### config.mk
export PLATFORM = sky130hd
export DESIGN_NAME = prio_encoder_q
export DESIGN_NICKNAME = d
export VERILOG_FILES = /design/src/rtl/prio_encoder_q.sv
export SDC_FILE = /design/constraint.sdc
export NUM_CORES = 1
export LEC_CHECK = 0
export CAP_MARGIN = 20
export CORE_MARGIN = 5
export CORE_UTILIZATION = 40
export DETAILED_ROUTE_END_ITERATION = 8
export DONT_BUFFER_PORTS = 1
export GPL_ROUTABILITY_DRIVEN = 0
export HOLD_SLACK_MARGIN = 0.05
export REMOVE_ABC_BUFFERS = 1
export SETUP_SLACK_MARGIN = 0.05
export SLEW_MARGIN = 20
export SYNTH_ARGS = -nofsm -noshare
export SYNTH_HDL_FRONTEND = slang
export SYNTH_SLANG_ARGS = --single-unit
### constraint.sdc
create_clock -name clk -period 2.84 [get_ports clk]
set_input_delay 0.568 -clock clk [delete_from_list [all_inputs] [get_ports clk]]
set_output_delay 0.568 -clock clk [all_outputs]
set_load 0.02 [all_outputs]
### src/rtl/prio_encoder_q.sv
// prio_encoder_q: sticky request collector feeding a one-entry grant register.
// Define PRIO_ROUND_ROBIN_EN for round-robin selection; default is fixed lowest-index priority.
module prio_encoder_q #(
  parameter  int N = 8,
  localparam int W = $clog2(N)
) (
  input  logic         clk,
  input  logic         rst_n,
  input  logic [N-1:0] req,
  output logic         out_valid,
  input  logic         out_ready,
  output logic [W-1:0] out_idx,
  output logic [N-1:0] pending,
  output logic         lost
);

  typedef enum logic {S_EMPTY = 1'b0, S_FULL = 1'b1} state_t;

  state_t       r_state, w_state_nxt;
  logic [N-1:0] r_pending;
  logic [W-1:0] r_idx;
  logic         r_lost;
  logic [W-1:0] w_sel;
  logic         w_load;
  logic [N-1:0] w_clr;

  // Load decisions look only at registered pending, so a new req is visible one edge later.
  assign w_load = (|r_pending) && ((r_state == S_EMPTY) || out_ready);
  assign w_clr  = w_load ? (N'(1) << w_sel) : '0;

`ifdef PRIO_ROUND_ROBIN_EN
  logic [W-1:0] r_ptr;
  logic [N-1:0] w_rot;
  logic [W-1:0] w_off;
  logic [W:0]   w_sum;

  // Rotate so the search origin lands on bit 0, then map the hit back.
  assign w_rot = N'({r_pending, r_pending} >> r_ptr);

  always_comb begin
    w_off = '0;
    for (int i = N-1; i >= 0; i--)
      if (w_rot[i]) w_off = W'(i);
  end

  assign w_sum = {1'b0, w_off} + {1'b0, r_ptr};
  assign w_sel = (w_sum >= (W+1)'(N)) ? W'(w_sum - (W+1)'(N)) : W'(w_sum);

  always_ff @(posedge clk or negedge rst_n) begin
    if (!rst_n)      r_ptr <= '0;
    else if (w_load) r_ptr <= (w_sel == W'(N-1)) ? '0 : w_sel + 1'b1;
  end
`else
  always_comb begin
    w_sel = '0;
    for (int i = N-1; i >= 0; i--)
      if (r_pending[i]) w_sel = W'(i);
  end
`endif

  always_ff @(posedge clk or negedge rst_n) begin
    if (!rst_n) begin
      r_pending <= '0;
      r_lost    <= 1'b0;
    end else begin
      r_pending <= (r_pending & ~w_clr) | req;
      r_lost    <= |(req & r_pending & ~w_clr);
    end
  end

  always_ff @(posedge clk or negedge rst_n) begin
    if (!rst_n)      r_idx <= '0;
    else if (w_load) r_idx <= w_sel;
  end

  always_ff @(posedge clk or negedge rst_n) begin
    if (!rst_n) r_state <= S_EMPTY;
    else        r_state <= w_state_nxt;
  end

  always_comb begin
    w_state_nxt = r_state;
    case (r_state)
      S_EMPTY: if (w_load) w_state_nxt = S_FULL;
      S_FULL:  if (out_ready) w_state_nxt = w_load ? S_FULL : S_EMPTY;
      default: w_state_nxt = S_EMPTY;
    endcase
  end

  always_comb begin
    out_valid = (r_state == S_FULL);
  end

  assign out_idx = r_idx;
  assign pending = r_pending;
  assign lost    = r_lost;

endmodule

Word level (Yosys, flattened, before mapping)
Index checks and enable logic that the tools add are counted.

storage, ports and cells
  input bits = 11
  output and inout port bits = 13
  register bits after elaboration = 13
  word-level logic and storage cells = 27

operators by class
  shift-type cells = 1
  muxes and demuxes = 12
  reductions and logical operators = 4
  bitwise operators = 6

operators by type and width
  cell                 number
  $and 8x8->8          3
  $mux 3               8
  $reduce_or 8->1      2
  $mux 8               1
  $not 8->8            1
  $or 8x8->8           1
  $shl 1x3->8 const A  1
  $mux 1               2
  $pmux 1 s2           1
  $logic_and 1x1->1    1
  $logic_or 1x1->1     1
  $not 1->1            1

Longest topological paths before layout
Gate-level depths: netlist of run 1.

  depth in word-level cells = 13
  depth in mapped cells = 5

Least setup slack after synthesis of run 1
OpenSTA, ideal clock, no wires.

  path kind = reg-to-reg
  start point = register r_pending[3] (netlist: pending[3])
  end point = register r_lost (netlist: lost)
  library setup time = 0.132 ns
  data arrival time = 1.724 ns
  stages on the path, launching flop included = 6
  slack = 0.984 ns
  period minus slack after synthesis = 1.856 ns
  cell sequence = dfrtp_1 -> or4_1 -> buf_2 -> o311a_1 -> a2111oi_2 -> nand3_1

between the ends
  word-level cells in the longest chain between the ends = 9

ends and longest elaborated chain
  what                    RTL line  text
  from (decl)             20        logic [N-1:0] r_pending;
  from (signal assigned)  66        r_pending <= (r_pending & ~w_clr) | req;
  $mux 3 (4 in a row)     57        if (r_pending[i]) w_sel = W'(i);
  $shl 1x3->8             29        assign w_clr = w_load ? (N'(1) << w_sel) : '0;
  $mux 8                  29
  $not 8->8               67        r_lost <= |(req & r_pending & ~w_clr);
  $and 8x8->8 *           67
  $reduce_or 8->1 *       67
  to (signal assigned)    67
  to (decl)               22        logic r_lost;

Mark *: on every way between the ends. The rest lies on a longest branch, timed or not.
A chain may end at the register's enable or synchronous reset.

Worst setup path after layout of run 1
Ends and elaborated chain as after synthesis.

==> impl_metrics.py, run 1 <==
metrics = {
    "yosys": {
        "synthesis.area_um2": 646,
        "yosysWarnings": 0,
        "synth_xor_area_share_pct": 0,
        "synth-seq-cells": 13,
        "syn_inst": 66,
        "synth_cell_type_count": 27,
        "synth-simple-area-share_pct": 18.0,
        "yosys.area_share.adder_pct": 0,
        "synth_top_family_by_area": "compound AO/OA/AOI/OAI gates",
        "syn_area_per_cell_um2": 9.78,
        "synth_compound_area_share_pct": 27.9,
        "muxShareOfSynthArea_pct": 0,
        "yosysSeqAreaShare_pct": 50.4,
    },
    "layout": {
        "drive_gt1_share_pct": 8.70,
        "nets": 81,
        "syn2layout_area_growth_pct": 7.36,
        "diodes": 0,
        "final_common_cell": "dfrtp_1",
        "stdcell_count": 85,
        "fillers": 148,
        "layout_common_cells": "13 x dfrtp_1, 6 x nand2_1",
    },
    "pwr": {
        "clkPwrFrac_pct": 34.0,
        "power_switching_mw": 0.0901,
        "power_density_mw_per_mm2": 498,
        "max-vdd-ir-drop_mv": 0.324,
        "cellInternalPower_mw": 0.255,
        "combPwrFrac_pct": 7.0,
        "power_frac_seq_pct": 58.9,
        "p_leak_nw": 0.266,
        "swShare_pct": 26.1,
    },
    "floorplan": {
        "die_x_um": 50.2,
        "dieArea_mm2": 0.00252,
        "boundaryPins": 24,
        "die_h_um": 50.2,
        "num_rows": 14,
        "coreArea_mm2": 0.00152,
        "start_util_pct": 42.4,
    },
    "grt": {
        "track_usage_pct": 13.7,
        "grt_pass1_wl_um": 2620,
        "grt_overflow": 0,
        "first_global_vias": 541,
        "antenna_found_initial": 0,
        "grt_max_degree": 14,
    },
    "worst_setup_path": {
        "required_ns": 3.00,
        "startpoint_type": "flop",
        "worst_ep_arrival_time_ns": 2.12,
        "worstSetupPathType": "reg -> reg",
        "crit_fanout": 6,
        "crit_path_end_kind": "flop",
    },
    "clock_tree": {
        "clk_latency_ns": 0.28,
        "cts_tree": "done",
        "clockBufferDepth": 2,
        "clock-root-buffer": "clkbuf_4",
        "numCtsBuffers": 3,
        "htreeDepth": 1,
        "cts_setup_buffers": 0,
        "clkTransAtPathRegs_ns": 0.08,
        "cts_sinks": 13,
    },
    "timing": {
        "max_freq_mhz": 512,
        "hold_viol_final": 0,
        "rsz0062_at_grt": "no",
        "relSlewSlack_pct": 61.5,
        "setup_viol": 0,
        "fin_crit_sh_pct": 68.8,
        "fin_skew_ns": 0.00163,
        "worst_pin_slew_ns": 0.576,
        "tns_ns": 0,
        "post-route-min-period_ns": 1.95,
        "drv_slew": 0,
    },
    "detailed_routing": {
        "viasPerCell": 6.36,
        "wl_met3_um": 136,
        "vias": 541,
        "detail_route.first_pass.iterations": 4,
        "drtIter0Drc": 21,
        "routedWlPerCell_um": 17.8,
        "drc_errors": 0,
        "ant_nets": 0,
        "wl_met1_um": 657,
        "top_layer": "met4",
        "dr_wl_met2_um": 679,
        "finalWirelength_um": 1520,
    },
    "place": {
        "portBuffers": 0,
        "dp.cells": 80,
        "dpl.hpwl_um": 1160,
    },
    "min_path": {
        "hold_class": "in -> reg",
    },
    "flow_run": {
        "drv_cap": 0,
    },
    "status": {
        "status": "finished, final reports clean",
    },
}
registers in the layout (all words and copies together) (netlist names):
signal / count
out_idx: 3
out_valid: 1
lost: 1
pending: 8
per-layer routing:
layer  GRT usage [%]  vias to the layer above
met3            4.14                        5
met5               0                        -
met1            18.3                      253
met4            7.86                        0
met2            19.5                       26
li1                -                      257
power groups by stage:
| stage | sequential (mW) | clock (mW) | combinational (mW) |
|---|---|---|---|
| global placement | 0.207 | 0 | 0.0201 |
| finish | 0.203 | 0.117 | 0.0243 |
| CTS | 0.204 | 0.121 | 0.0248 |
| global route | 0.205 | 0.135 | 0.0283 |
| detailed placement | 0.207 | 0 | 0.0200 |
| floorplan | 0.205 | 0 | 0.0169 |
repair_timing:
| action | in CTS | in global routing |
|---|---|---|
| resized for setup | 0 | 0 |
| hold endpoints to repair | 13 | 0 |
| hold buffers | 1 | 0 |
worst max-delay path, stage by stage (launching register included):
cell and delay, ns:
dfrtp_1 0.51, or4_1 0.67, o311a_1 0.34, a2111oi_2 0.20, nand3_1 0.11
cells by family (layout without fill, tap and decap cells):
logic type             after synthesis  after routing
AOI/OAI and AO/OA                   25             25
and+or+nand+nor                     22             22
DFF                                 13             13
buffers and inverters                6              9
layout make-up:
cell class | instances | area [um^2] | area share [%]
inverters | 4 | 15.0 | 2.17
flip-flops and latches | 13 | 325 | 46.9
repair buffers | 1 | 10.0 | 1.44
well taps | 16 | 20.0 | 2.89
clock buffers | 4 | 26.3 | 3.79
multi-input cells | 47 | 297 | 42.8
path summary, 6_finish.rpt:
check	from	endpoint	slack, ns	cells past startpoint
worst max-delay path	pending[3]	lost	0.89	4
worst min-delay path	req[6]	pending[6]	0.37	1
worst max register to register	pending[3]	lost	0.89	4
worst min register to register	out_idx[0]	out_idx[0]	0.62	2
max in group asynchronous	rst_n	pending[4]	1.75	1
min in group asynchronous	rst_n	out_idx[0]	0.72	1
cells in the mapped netlist, drive strengths merged:
master,number,area (um^2)
a2111oi,2,23.8
a21o,4,30.0
a21oi,4,20.0
a22oi,1,7.51
a31oi,1,6.26
a41oi,1,8.76
buf,1,5.00
clkbuf,1,3.75
dfrtp,13,325
inv,4,15.0
nand2,6,22.5
nand2b,4,25.0
nand3,1,5.00
nand4,1,6.26
nand4b,1,8.76
nor2,4,15.0
nor2b,1,6.26
o211ai,2,15.0
o21ai,5,25.0
o221a,1,11.3
o311a,1,10.0
o31ai,3,22.5
or2,1,6.26
or3,1,6.26
or4,2,15.0
metrics by stage:
step	hold slack, ns	setup slack [ns]	power [mW]	utilization [%]	cell area [um^2]
floorplan	0.272	1.00	0.222	-	637
CTS	0.366	0.871	0.350	45.5	693
global placement	0.273	0.915	0.227	43.1	657
detailed placement	0.273	0.891	0.227	43.1	657
global route	0.359	0.750	0.368	45.5	693
finish	0.371	0.885	0.345	45.5	693
(Power assumes the default switching activity.)
==> inputs of run 2 (changes only) <==
==> constraint.sdc (replaced) <==
create_clock -name clk -period 2 [get_ports clk]
set_input_delay 0.4 -clock clk [delete_from_list [all_inputs] [get_ports clk]]
set_output_delay 0.4 -clock clk [all_outputs]
set_load 0.02 [all_outputs]
==> run 2 against run 1 <==
  * Hold slack got worse by 0.17 ns
  * Critical path type unchanged
  * Sequential cell count unchanged
  * Via count increased by 6.1%
  * Die area unchanged
  * Clock power increased by 43%
  * Largest cell class unchanged
  * Sequential share of layout area decreased by 3.8 points
==> impl_metrics.py, run 2 (synthesis results as in run 1) <==
metrics = {
    "worst_setup_path": {
        "reg2reg_depth": 4,
        "crit_fanout": 6,
        "worstSetupPathType": "reg -> reg",
        "startpoint_type": "flop",
        "r2r-end": "lost",
        "worst_ep_arrival_time_ns": 1.95,
        "r2r_slack_ns": 0.21,
        "r2r-start": "pending[3]",
        "required_ns": 2.16,
        "crit_path_end_kind": "flop",
    },
    "clock_tree": {
        "cts_sinks": 13,
        "clkTransAtPathRegs_ns": 0.09,
        "cts_tree": "done",
        "clk_latency_ns": 0.28,
        "htreeDepth": 1,
        "clockBufferDepth": 2,
        "ctsResizeCount": 0,
        "clock-root-buffer": "clkbuf_4",
        "numCtsBuffers": 3,
    },
    "floorplan": {
        "start_util_pct": 42.4,
        "num_rows": 14,
        "coreArea_mm2": 0.00152,
        "die_x_um": 50.2,
        "dieArea_mm2": 0.00252,
        "die_h_um": 50.2,
        "boundaryPins": 24,
    },
    "timing": {
        "hold_viol_final": 0,
        "worst_pin_slew_ns": 0.574,
        "fin_crit_sh_pct": 89.3,
        "tns_ns": 0,
        "setup_viol": 0,
        "fin_skew_ns": 0.00656,
        "post-route-min-period_ns": 1.79,
        "drv_slew": 0,
        "relSlewSlack_pct": 61.6,
        "max_freq_mhz": 560,
        "rsz0062_at_grt": "no",
    },
    "layout": {
        "drive_gt1_share_pct": 19.5,
        "syn2layout_area_growth_pct": 16.9,
        "fin_util_pct": 49.5,
        "nets": 89,
        "largest_reg_flops": 8,
        "layout_common_cells": "13 x dfrtp_1, 8 x buf_4, 6 x nand2_1",
        "stdcell_area_um2": 754,
        "final_common_cell": "dfrtp_1",
        "diodes": 0,
    },
    "grt": {
        "track_usage_pct": 13.8,
        "grt_max_degree": 14,
        "first_global_vias": 566,
        "grt_overflow": 0,
        "antenna_found_initial": 0,
        "grt_pass1_wl_um": 2660,
    },
    "flow_run": {
        "drv_cap": 0,
    },
    "place": {
        "portBuffers": 0,
        "placed_area_um2": 717,
        "dpl.hpwl_um": 1270,
    },
    "pwr": {
        "combPwrFrac_pct": 10.0,
        "clkPwrFrac_pct": 33.7,
        "swShare_pct": 26.9,
        "power_density_mw_per_mm2": 658,
        "max-vdd-ir-drop_mv": 0.401,
        "power_switching_mw": 0.133,
        "cellInternalPower_mw": 0.363,
        "p_leak_nw": 0.302,
        "power_frac_seq_pct": 56.3,
    },
    "min_path": {
        "holdPathEnd": "pending[2]",
        "hold_class": "in -> reg",
        "worstHoldStart": "req[2]",
        "holdPathStages": 1,
    },
    "detailed_routing": {
        "detail_route.first_pass.iterations": 4,
        "finalWirelength_um": 1630,
        "drc_errors": 0,
        "vias": 574,
        "ant_nets": 0,
        "viasPerCell": 6.17,
        "routedWlPerCell_um": 17.5,
        "drtIter0Drc": 24,
    },
    "status": {
        "status": "finished, final reports clean",
    },
}
-- run 2: worst max path at each step --
stage / startpoint / end / slack (ns) / cells after the start
after floorplan: pending[3] / lost / 0.16 / 4
final: pending[3] / lost / 0.21 / 4
after global placement: pending[3] / lost / 0.24 / 4
after detailed placement: pending[3] / lost / 0.22 / 4
after CTS: pending[3] / lost / 0.21 / 4
after global routing: pending[3] / lost / 0.11 / 4
-- run 2: repair_timing --
item | CTS | global route
setup buffers | 0 | 0
hold buffers | 1 | 0
endpoints found under the hold margin | 13 | 0
-- run 2: worst max-delay path: stages (launching register included) --
cell and delay (ns):
dfrtp_1 0.38, or4_1 0.63, o311a_1 0.34, a2111oi_2 0.20, nand3_1 0.11
-- run 2: stage by stage --
stage               hold WS, ns  instances  worst slack, ns  total power [mW]
floorplan                 0.104         64            0.164             0.315
global placement          0.105         88            0.239             0.329
detailed placement        0.105         88            0.217             0.329
CTS                       0.201         93            0.207             0.501
global route              0.201         93            0.109             0.519
finish                    0.201         93            0.214             0.497
-- run 2: metal layers --
layer  global-route usage (%)  part of all wire [%]  wire [um]
met3                     5.92                    10        169
met5                        0                     0          0
met2                     19.9                    44        720
met1                     17.7                    43        694
met4                     6.55                   2.5         41
-- run 2: layout make-up --
class / count / area (um^2)
sequential: 13 / 325
clock buffer: 3 / 22.5
timing repair buffer: 9 / 70.1
tap: 16 / 20.0
multi-input combinational: 47 / 297
fill: 147 / 769
clock inverter: 1 / 5.00
inverter: 4 / 15.0
-- run 2: power groups by stage --
stage	clock network (mW)	logic (mW)	registers (mW)
global placement	0	0.0437	0.285
floorplan	0	0.0241	0.291
CTS	0.171	0.0501	0.280
detailed placement	0	0.0431	0.286
global route	0.183	0.0547	0.281
finish	0.167	0.0495	0.280
==> inputs of run 3 (changes only) <==
--- a/config.mk
+++ b/config.mk
@@ -11,6 +11,7 @@
 export DETAILED_ROUTE_END_ITERATION = 8
 export DONT_BUFFER_PORTS = 1
 export GPL_ROUTABILITY_DRIVEN = 0
+export GPL_TIMING_DRIVEN = 0
 export HOLD_SLACK_MARGIN = 0.05
 export REMOVE_ABC_BUFFERS = 1
 export SETUP_SLACK_MARGIN = 0.05
==> run 3 against run 2 <==
  * Power decreased by 2.7%
  * Worst setup slack got worse by 0.085 ns
  * Critical path depth unchanged
  * Fmax decreased by 4.6%
  * Hold slack improved by 0.014 ns
  * Critical path type unchanged
  * Cell area decreased by 6.5%
  * Wire length decreased by 9.1%
  * Critical endpoint unchanged
==> impl_metrics.py, run 3 (synthesis results as in run 1) <==
metrics = {
    "clock_tree": {
        "clk_latency_ns": 0.27,
        "clkTransAtPathRegs_ns": 0.09,
        "clock-root-buffer": "clkbuf_4",
        "htreeDepth": 1,
        "cts_sinks": 13,
        "cts_tree": "done",
        "cts_setup_buffers": 0,
        "clockBufferDepth": 2,
        "numCtsBuffers": 3,
    },
    "detailed_routing": {
        "detail_route.first_pass.iterations": 4,
        "vias": 541,
        "ant_nets": 0,
        "viasPerCell": 6.36,
        "routedWlPerCell_um": 17.4,
        "finalWirelength_um": 1480,
        "drc_errors": 0,
        "drtIter0Drc": 16,
    },
    "timing": {
        "tns_ns": 0,
        "fin_crit_sh_pct": 93.6,
        "relSlewSlack_pct": 61.4,
        "post-route-min-period_ns": 1.87,
        "fin_skew_ns": 0.00729,
        "rsz0062_at_grt": "no",
        "worst_pin_slew_ns": 0.577,
        "setup_viol": 0,
        "drv_slew": 0,
        "hold_viol_final": 0,
        "max_freq_mhz": 534,
    },
    "worst_setup_path": {
        "crit_fanout": 6,
        "crit_path_end_kind": "flop",
        "startpoint_type": "flop",
        "required_ns": 2.15,
        "worstSetupPathType": "reg -> reg",
        "worst_ep_arrival_time_ns": 2.02,
    },
    "pwr": {
        "max-vdd-ir-drop_mv": 0.252,
        "p_leak_nw": 0.270,
        "power_density_mw_per_mm2": 685,
        "total_power_mw": 0.483,
    },
    "grt": {
        "first_global_vias": 546,
        "antenna_found_initial": 0,
        "grt_max_degree": 14,
        "grt_overflow": 0,
        "track_usage_pct": 12.7,
        "grt_pass1_wl_um": 2550,
    },
    "layout": {
        "largest_reg_flops": 8,
        "syn2layout_area_growth_pct": 9.30,
        "final_common_cell": "dfrtp_1",
        "diodes": 0,
        "stdcell_area_um2": 706,
        "drive_gt1_share_pct": 17.4,
        "fillers": 138,
        "nets": 81,
        "layout_common_cells": "10 x dfrtp_1, 6 x nand2_1",
    },
    "status": {
        "status": "finished, final reports clean",
    },
    "flow_run": {
        "drv_cap": 0,
    },
    "floorplan": {
        "dieArea_mm2": 0.00252,
        "start_util_pct": 42.4,
        "coreArea_mm2": 0.00152,
        "die_x_um": 50.2,
        "boundaryPins": 24,
        "die_h_um": 50.2,
        "num_rows": 14,
    },
    "place": {
        "dpl.hpwl_um": 1110,
        "portBuffers": 0,
        "placed_area_um2": 657,
    },
    "min_path": {
        "hold_class": "in -> reg",
    },
}
## run 3: changes by cell type in the layout (fill, tap and decap cells not counted)
cell | before | now
dfrtp_2 | 0 | 3
o21ai_2 | 0 | 1
or4_4 | 0 | 1
dfrtp_1 | 13 | 10
or4_1 | 2 | 1
buf_4 | 8 | 0
o21ai_1 | 1 | 0
## run 3: worst max-delay path: stages (launching register included)
cell and delay (ns):
dfrtp_2 0.50, or4_4 0.61, o311a_1 0.32, a2111oi_2 0.21
nand3_1 0.12
## run 3: layout make-up
cell class | count | area [um^2] | share of cell area [%]
flip-flops and latches | 13 | 329 | 46.6
multi-input cells | 47 | 304 | 43.1
clock buffers | 3 | 22.5 | 3.19
well taps | 16 | 20.0 | 2.84
inverters | 4 | 15.0 | 2.13
repair buffers | 1 | 10.0 | 1.42
clock inverters | 1 | 5.00 | 0.709
## run 3: what timing repair did
| item | 4_1_cts | 5_1_grt |
|---|---|---|
| setup endpoints to repair | 1 | 2 |
| hold buffers | 1 | 0 |
| hold endpoints to repair | 13 | 0 |
| resized for setup | 1 | 4 |
## run 3: power breakdown
group / internal [mW] / switching (mW)
registers: 0.270 / 0.0195
logic: 0.0150 / 0.0198
clock network: 0.0739 / 0.0848
## run 3: path summary, 6_finish.rpt
kind / start / to / slack [ns] / depth (start not counted)
max in group asynchronous: rst_n / pending[2] / 1.02 / 1
setup / recovery: pending[3] / lost / 0.13 / 4
hold reg to reg: out_idx[0] / out_idx[0] / 0.62 / 2
min in group asynchronous: rst_n / lost / 0.56 / 1
hold / removal: req[0] / pending[0] / 0.22 / 1
setup reg to reg: pending[3] / lost / 0.13 / 4
## run 3: layer usage
layer	GRT usage [%]	up-vias	share of wire, %
met2	19.9	25	47
met3	4.44	4	8.5
met4	2.62	0	0.54
li1	-	258	-
met5	0	-	0
met1	16.8	254	44
## run 3: per-stage QoR
| stage | hold WS (ns) | setup slack [ns] | utilization [%] | instances |
|---|---|---|---|---|
| after floorplan | 0.104 | 0.164 | - | 64 |
| after CTS | 0.209 | 0.0823 | 45.8 | 85 |
| after global routing | 0.203 | 0.0557 | 46.3 | 85 |
| after detailed placement | 0.105 | 0.0174 | 43.1 | 80 |
| after global placement | 0.105 | 0.0165 | 43.1 | 80 |
| final | 0.215 | 0.128 | 46.3 | 85 |
